### config.mk
export PLATFORM = sky130hd
export DESIGN_NAME = pe_traffic_gen
export DESIGN_NICKNAME = d
export VERILOG_FILES = /design/src/rtl/pe_traffic_gen.sv
export SDC_FILE = /design/constraint.sdc
export NUM_CORES = 1
export LEC_CHECK = 0
export CORE_AREA = 2 2 223 225
export CTS_BUF_LIST = sky130_fd_sc_hd__clkbuf_2
export CTS_CLUSTER_DIAMETER = 100
export DETAILED_ROUTE_END_ITERATION = 12
export DIE_AREA = 0 0 225 227
export GPL_ROUTABILITY_DRIVEN = 0
export PLACE_DENSITY = 0.58
export SETUP_SLACK_MARGIN = 0.15
export SYNTH_ARGS = -nofsm -noshare
export SYNTH_HDL_FRONTEND = slang
export SYNTH_SLANG_ARGS = --single-unit
### constraint.sdc
create_clock -name clk -period 6.8 [get_ports clk]
set_input_delay 0.68 -clock clk [delete_from_list [all_inputs] [get_ports clk]]
set_output_delay 0.68 -clock clk [all_outputs]
set_load 0.1 [all_outputs]
### src/rtl/pe_traffic_gen.sv
// Per-node synthetic NoC traffic generator and sink.
// Injects numPackets rate-limited packets and counts/validates ejected packets.
module pe_traffic_gen #(
  parameter int unsigned X          = 10,
  parameter int unsigned Y          = 10,
  parameter int unsigned x_size     = $clog2(X),
  parameter int unsigned y_size     = $clog2(Y),
  parameter int unsigned data_width = 256,
  parameter int unsigned numPackets = 1000,
  parameter int unsigned rate       = 32,
  parameter string       pat        = "RANDOM",
  parameter int unsigned cur_x      = 0,
  parameter int unsigned cur_y      = 0,
  parameter logic [15:0] SEED       = 16'hACE1
) (
  input  logic                                clk,
  input  logic                                rst,
  input  logic                                start,
  input  logic                                enableSend,
  output logic                                r_valid_pe,
  output logic [x_size+y_size+data_width-1:0] r_data_pe,
  input  logic                                r_ready_pe,
  input  logic                                w_valid_pe,
  input  logic [x_size+y_size+data_width-1:0] w_data_pe,
  output logic                                done,
  output logic [31:0]                         receiveCount,
  output logic                                addr_err
);

  localparam int unsigned       PW     = x_size + y_size + data_width;
  localparam int unsigned       TW     = (rate > 1) ? $clog2(rate) : 1;
  localparam bit                NBR    = (pat == "NEIGHBOUR");
  localparam logic [x_size-1:0] CUR_X  = x_size'(cur_x);
  localparam logic [y_size-1:0] CUR_Y  = y_size'(cur_y);
  localparam logic [x_size-1:0] NBR_X  = x_size'((cur_x + 1) % X);
  localparam logic [15:0]       SRC_ID = 16'(cur_y * X + cur_x);
  localparam logic [31:0]       NPKT   = 32'(numPackets);
  localparam logic [TW-1:0]     TMAX   = TW'(rate - 1);

  typedef enum logic [1:0] {IDLE, RUN, DONE} state_e;

  state_e          state_q, state_d;
  logic [TW-1:0]   timer_q, timer_d;
  logic [3:0]      tokens_q, tokens_d;
  logic [31:0]     issued_q, issued_d;
  logic [31:0]     sent_q, sent_d;
  logic [15:0]     lfsr_q, lfsr_d;
  logic            valid_q, valid_d;
  logic [PW-1:0]   data_q, data_d;
  logic            done_q, done_d;
  logic [31:0]     rcv_q, rcv_d;
  logic            err_q, err_d;

  logic                  run_en_c;
  logic                  tick_c;
  logic                  issue_c;
  logic                  xfer_c;
  logic [4:0]            tok_sum_c;
  logic [15:0]           lfsr_next_c;
  logic [x_size-1:0]     dx_raw_c;
  logic [x_size-1:0]     dx_c;
  logic [y_size-1:0]     dy_c;
  logic [data_width-1:0] payload_c;
  logic                  unused_c;

  // Destination selection and payload assembly for the next packet.
  always_comb begin
    lfsr_next_c = {lfsr_q[0] ^ lfsr_q[2] ^ lfsr_q[3] ^ lfsr_q[5], lfsr_q[15:1]};
    dx_raw_c    = x_size'(32'(lfsr_q[7:0]) % X);
    dy_c        = y_size'(32'(lfsr_q[15:8]) % Y);
    dx_c        = dx_raw_c;
    if (NBR) begin
      dx_c = NBR_X;
      dy_c = CUR_Y;
    end else if ((dx_raw_c == CUR_X) && (dy_c == CUR_Y)) begin
      dx_c = x_size'((32'(dx_raw_c) + 32'd1) % X);
    end
    payload_c        = '0;
    payload_c[31:0]  = issued_q;
    payload_c[47:32] = SRC_ID;
  end

  // Token timer, issue/handshake control, FSM and receive accounting.
  always_comb begin
    state_d  = state_q;
    timer_d  = timer_q;
    tokens_d = tokens_q;
    issued_d = issued_q;
    sent_d   = sent_q;
    lfsr_d   = lfsr_q;
    valid_d  = valid_q;
    data_d   = data_q;
    done_d   = done_q;
    rcv_d    = rcv_q;
    err_d    = err_q;

    run_en_c = start & enableSend;
    tick_c   = 1'b0;
    xfer_c   = valid_q & r_ready_pe;
    issue_c  = (state_q == RUN) && run_en_c && !valid_q &&
               (tokens_q != 4'd0) && (issued_q < NPKT);

    if (run_en_c) begin
      if (timer_q == TMAX) begin
        timer_d = '0;
        tick_c  = 1'b1;
      end else begin
        timer_d = timer_q + TW'(1);
      end
    end

    // issue_c implies tokens_q > 0, so the subtraction cannot underflow.
    tok_sum_c = 5'(tokens_q) + 5'(tick_c) - 5'(issue_c);
    tokens_d  = (tok_sum_c > 5'd15) ? 4'd15 : tok_sum_c[3:0];

    if (issue_c) begin
      valid_d  = 1'b1;
      data_d   = {payload_c, dy_c, dx_c};
      issued_d = issued_q + 32'd1;
      lfsr_d   = lfsr_next_c;
    end

    if (xfer_c) begin
      valid_d = 1'b0;
      sent_d  = sent_q + 32'd1;
    end

    unique case (state_q)
      IDLE: begin
        if (run_en_c) state_d = RUN;
      end
      RUN: begin
        if (xfer_c && ((sent_q + 32'd1) == NPKT)) begin
          state_d = DONE;
          done_d  = 1'b1;
        end
      end
      DONE: begin
        done_d = 1'b1;
      end
      default: begin
        state_d = IDLE;
      end
    endcase

    if (w_valid_pe) begin
      if (rcv_q != '1) rcv_d = rcv_q + 32'd1;
      if ((w_data_pe[x_size-1:0] != CUR_X) ||
          (w_data_pe[x_size+y_size-1:x_size] != CUR_Y)) begin
        err_d = 1'b1;
      end
    end
  end

  assign unused_c = ^w_data_pe[PW-1:x_size+y_size];

  always_ff @(posedge clk) begin
    if (rst) begin
      state_q  <= IDLE;
      timer_q  <= '0;
      tokens_q <= '0;
      issued_q <= '0;
      sent_q   <= '0;
      lfsr_q   <= SEED;
      valid_q  <= 1'b0;
      data_q   <= '0;
      done_q   <= 1'b0;
      rcv_q    <= '0;
      err_q    <= 1'b0;
    end else begin
      state_q  <= state_d;
      timer_q  <= timer_d;
      tokens_q <= tokens_d;
      issued_q <= issued_d;
      sent_q   <= sent_d;
      lfsr_q   <= lfsr_d;
      valid_q  <= valid_d;
      data_q   <= data_d;
      done_q   <= done_d;
      rcv_q    <= rcv_d;
      err_q    <= err_d;
    end
  end

  assign r_valid_pe   = valid_q;
  assign r_data_pe    = data_q;
  assign done         = done_q;
  assign receiveCount = rcv_q;
  assign addr_err     = err_q;

endmodule

After elaboration in Yosys (flattened, before gate mapping)
Cells that the tools add are included.
- add/subtract/negate cells: 7
- divide/modulo/power cells: 3
- order comparisons: 2
- equality and inequality tests: 7
- muxes and demuxes: 10
- bitwise gates (word level): 6
- reductions and logical operators: 20
- operator list (operator ; count):
    32-bit by 1-bit adder with 32-bit output, second input constant ; 3
    8-bit by 4-bit remainder unit with 32-bit output, second input constant ; 2
    32-bit by 10-bit == test with 1-bit output, second input constant ; 1
    32-bit by 10-bit < comparator with 1-bit output, second input constant ; 1
    32-bit by 4-bit remainder unit with 32-bit output, second input constant ; 1
    32-bit inequality test, second input constant ; 1
    4-bit nonzero test ; 3
    4-bit logical NOT ; 2
    4-bit two-way mux ; 2
    1-bit logical AND ; 6
    2-bit case mux with 3 select lines ; 1
    2-bit AND reduction ; 3
    4-bit by 1-bit adder with 5-bit output ; 1
    4-bit by 1-bit adder with 5-bit output, second input constant ; 1
    5-bit by 1-bit adder with 5-bit output, second input constant ; 1
    5-bit == test, second input constant ; 1
    5-bit by 4-bit > comparator with 1-bit output, second input constant ; 1
    5-bit two-way mux ; 1
    5-bit by 1-bit subtractor with 5-bit output ; 1
    2-bit two-way mux ; 2
    1-bit two-way mux ; 3
    3-bit AND reduction ; 1
    1-bit XOR ; 3
    1-bit AND ; 2
    11 further kinds ; 11
- register bits after elaboration: 166
- input port bits: 270
- logic and storage cells: 66

Depth between registers and ports, before layout
- word-level depth: 8
- depth in mapped cells: 20

Worst setup path after synthesis
Ideal clock, no wire load.
- kind: register to register
- start: register lfsr_q[5]
- end: register data_q[0], in the netlist r_data_pe[0]
- arrival time: 4.306 ns
- setup slack: 2.403 ns
- cell stages (with the launch flop): 20
- period minus slack after synthesis: 4.397 ns
- cells stage by stage: dfxtp_1 nor2_1 inv_1 ha_1 and2b_2 o21a_1 o21a_1 or4b_1 a21oi_1 a211oi_1 a2111o_1 nor3_1 xnor2_1 inv_1 ha_1 nand3b_1 o41ai_2 nand2b_4 or4_1 a311oi_1
- cells in the longest elaborated chain, start to end: 4
- elaborated cells between the ends (all ways): 6
- classes of those cells: 1 x add/sub; 2 x div; 1 x mux; 2 x reduce/logical
- ends and longest elaborated chain (what ; line ; source):
    start: declaration ; 47 ; logic [15:0] lfsr_q, lfsr_d;
    start signal: assignment ; 176 ; lfsr_q <= lfsr_d;
    8-bit by 4-bit remainder unit with 32-bit output (*) ; 69 ; dx_raw_c = x_size'(32'(lfsr_q[7:0]) % X);
    4-bit by 1-bit adder with 5-bit output / 4-bit logical NOT (equally long branches) ; 76, 75 ;
    32-bit by 4-bit remainder unit with 32-bit output / 1-bit logical AND (equally long branches) ; 76, 75 ;
    4-bit two-way mux (*) ; 75 ; end else if ((dx_raw_c == CUR_X) && (dy_c == CUR_Y)) begin
    end signal: assignment ; 178 ; data_q <= data_d;
    end: declaration ; 49 ; logic [PW-1:0] data_q, data_d;
Mark *: on every way between the ends. The rest lies on a longest branch, timed or not.
A chain may end at the register's enable or synchronous reset.

Worst setup path after layout
Same ends and word-level chain as after synthesis.

==> impl_metrics.tcl <==
set metrics [dict create \
    dp_hpwl_um 15100 \
    total_power_mw 2.62 \
    wl_um 20800 \
    drt-pass1-iter-count 4 \
    synth_flop_cell "dfxtp_1" \
    vias 7637 \
    port_buffers 88 \
    yosysTopAreaCell "dfxtp_1" \
    grt-ovfl-total 0 \
    synth-edff-count 0 \
    power.density_nw_per_um2 238 \
    ys_async_sr_fraction_pct 0 \
    clock-sinks 166 \
    path_cells "nor2_1 > inv_1 > ha_1 > nand2b_4 > o21ai_2 > o21a_1 > o211ai_1 > a211o_1 > o21ai_1 > nor3b_4 > nor3_1 > xnor2_1 > inv_1 > ha_1 > nand3b_1 > o41ai_2 > nand2b_4 > or4_1 > a311oi_1" \
    detail-route-antenna-nets 0 \
    status "finished clean" \
    crit_required_ns 7.55 \
    setup_tns_ns 0 \
    io_pins 569 \
    synthTopCellsByCount "buf_4 (226), dfxtp_1 (166), nor2_1 (128), nand2_1 (67), xor2_1 (50)" \
    area_growth_pct 8.53 \
    nFillCells 5272 \
    coreArea_um2 48500 \
    critPathMaxFanout 15 \
    synth_compound_area_share_pct 13.1 \
    synth_area_per_cell_um2 8.43 \
    synth-warning-count 0 \
    cts.repair.resized 0 \
    grt_usage_pct 7.96 \
    vdd_drop_max_mv 0.0923 \
    nNetsFinal 1558 \
    hp-class "in2reg" \
    max_freq_mhz 193 \
    synth_top_family_by_area "simple AND/OR/NAND/NOR gates" \
    grt_first_pass_wirelength_um 33100 \
    grt_pass1_vias 6733 \
    critPathSlowestCell "dfxtp_1" \
    holdBufCountCts 0 \
    clk_pin_slew_worst_paths_ns 0.29 \
    viasPerCell 4.01 \
    synth_top_area_share_pct 32.7 \
    root_buffer "clkbuf_2" \
    leakagePower_nw 4.21 \
    die-area_um2 51100 \
    cap_violations 0 \
    htreeDepth 4 \
    synth_cell_types 98 \
    endpoint_kind "register" \
    maxSlewViolCount 0 \
    path_class "reg2reg" \
    wl_per_cell_um 10.9 \
    grt_setup_unrepaired "false" \
    synth.area.mux_share_pct 2.80 \
    dpl_cell_area_um2 10700 \
    yosys.area_share.simple_pct 21.7 \
    drt_iter0_drc 349 \
    arrival_ns 5.94 \
    cts_buffer_depth 2 \
    rows 81 \
    synth_seq_cells 166 \
    relSlewSlack_pct 25.7 \
    die_h_um 227 \
    grt_max_degree 90 \
    clk_latency_ns 0.84 \
    cts_tree "yes" \
    final.min_clock_period_ns 5.19 \
    clock_skew_ns 0.0484 \
    crit_family "compound AO/OA/AOI/OAI gates" \
    drcViolationCount 0 \
    setup-violations-final 0 \
    synth.yosys.seq_area_share_pct 32.7 \
    report.final.hold_viol_count 0 \
    antenna_found_initial 2 \
    critPathMaxStageDelay_ns 0.53 \
    cts_buffers 17 \
    period_share_pct 76.4 \
    synth-adder-area-share_pct 2.63 \
    synth.most_common_cell "buf_4" \
    crit_buf_inv 2 \
    fp.dieW_um 225 \
    drive_above_1_share_pct 6.40 \
    start_util_pct 20.9 \
    synthCells 1204 \
    worst_pin_slew_ns 1.11 \
    syn_area_um2 10200 \
    yosys-top-cells-area "dfxtp_1 (33%), buf_4 (17%), nor2_1 (4.7%), xor2_1 (4.3%), xnor2_1 (2.7%)" \
    synth_xor_area_share_pct 6.99 \
    critPathLaunchType "register" \
    finish.instance_area_um2 11000 \
    postCtsSetupBuffers 0 \
]
worst reg2reg max path, delay by kind of cell, from the launching register on:
| family | cells | cell delay (ns) |
|---|---|---|
| AO/OA/AOI/OAI | 7 | 2.09 |
| XOR/XNOR | 1 | 0.19 |
| adder cells (fa/ha/maj) | 2 | 0.52 |
| buffers and inverters | 2 | 0.20 |
| flip-flops | 1 | 0.53 |
| AND/OR/NAND/NOR | 7 | 1.62 |
layout make-up:
cell class / instances / area (um2) / share of cell area, %
multi-input combinational: 962 / 5630 / 51.1
sequential: 166 / 3320 / 30.2
timing repair buffer: 90 / 893 / 8.11
tap: 622 / 778 / 7.06
clock inverter: 15 / 179 / 1.62
inverter: 32 / 120 / 1.09
clock buffer: 17 / 85.1 / 0.772
antenna: 2 / 5.00 / 0.0454
stage by stage:
| step | hold slack, ns | cells | util, % | setup WS [ns] |
|---|---|---|---|---|
| 6_report | 0.412 | 1906 | 22.7 | 1.61 |
| 3_5_place_dp | 0.444 | 1872 | 22.1 | 1.70 |
| 2_1_floorplan | 0.433 | 1427 | - | 2.40 |
| 5_1_grt | 0.333 | 1906 | 22.7 | 1.13 |
| 3_3_place_gp | 0.442 | 1872 | 22.1 | 1.81 |
| 4_1_cts | 0.299 | 1904 | 22.7 | 1.62 |
layer usage:
metal,track usage [%],share of wire [%],up-vias
li1,-,-,3811
met1,10.1,46,3567
met2,12.8,46,232
met3,2.48,5.9,27
met4,2.84,1.6,0
met5,0,0,-
state kept, by name (all words and copies together) (netlist names):
| signal | flops |
|---|---|
| r_data_pe | 40 |
| issued_q | 32 |
| receiveCount | 32 |
| sent_q | 32 |
| lfsr_q | 16 |
| timer_q | 5 |
| tokens_q | 4 |
| state_q | 2 |
| addr_err | 1 |
| done | 1 |
| r_valid_pe | 1 |
worst paths after layout:
| path | slack (ns) | startpoint | cells after the start | end |
|---|---|---|---|---|
| max reg2reg | 1.61 | lfsr_q[5]$_SDFFE_PP1P_ | 19 | r_data_pe[0]$_SDFFE_PP0P_ |
| max | 1.61 | lfsr_q[5]$_SDFFE_PP1P_ | 19 | r_data_pe[0]$_SDFFE_PP0P_ |
| min | 0.41 | rst | 2 | receiveCount[30]$_SDFFE_PP0P_ |
| min reg2reg | 0.47 | done$_SDFFE_PP0P_ | 2 | done$_SDFFE_PP0P_ |
cells in the final DEF (no fill, tap or decap), types with 4 or more instances in the layout:
cell type	instances
a211o_1	6
a211oi_1	7
a21oi_1	44
a311oi_1	4
a31oi_1	10
and2_1	28
and3_1	15
and4_1	7
clkbuf_2	17
clkdlybuf4s50_1	87
conb_1	224
dfxtp_1	166
ha_1	18
inv_1	28
inv_2	4
inv_6	4
inv_8	4
mux2i_1	25
nand2_1	67
nand2b_1	4
nand3_1	32
nand4_1	23
nor2_1	128
nor2b_1	28
nor3_1	22
nor3_2	5
nor4_1	9
o211a_1	5
o211ai_1	8
o21ai_0	35
o21ai_1	9
o221ai_1	5
o31ai_1	5
or2_1	4
or3_1	17
or4_1	4
xnor2_1	31
xor2_1	50
power breakdown:
group	internal [mW]	leakage (nW)	switching (mW)	total, mW
logic	0.199	2.72	0.828	1.03
registers	0.999	1.34	0.0272	1.03
clock network	0.157	0.154	0.413	0.570
total	1.35	4.21	1.27	2.62
logic make-up after synthesis:
| kind of cell | after synthesis |
|---|---|
| xor+xnor | 81 |
| mux | 28 |
| fa+ha+maj | 21 |
| simple gates | 421 |
| other cells | 1 |
| compound gates | 187 |
| flops | 166 |
| buf+inv | 299 |
(Power assumes the default switching activity.)
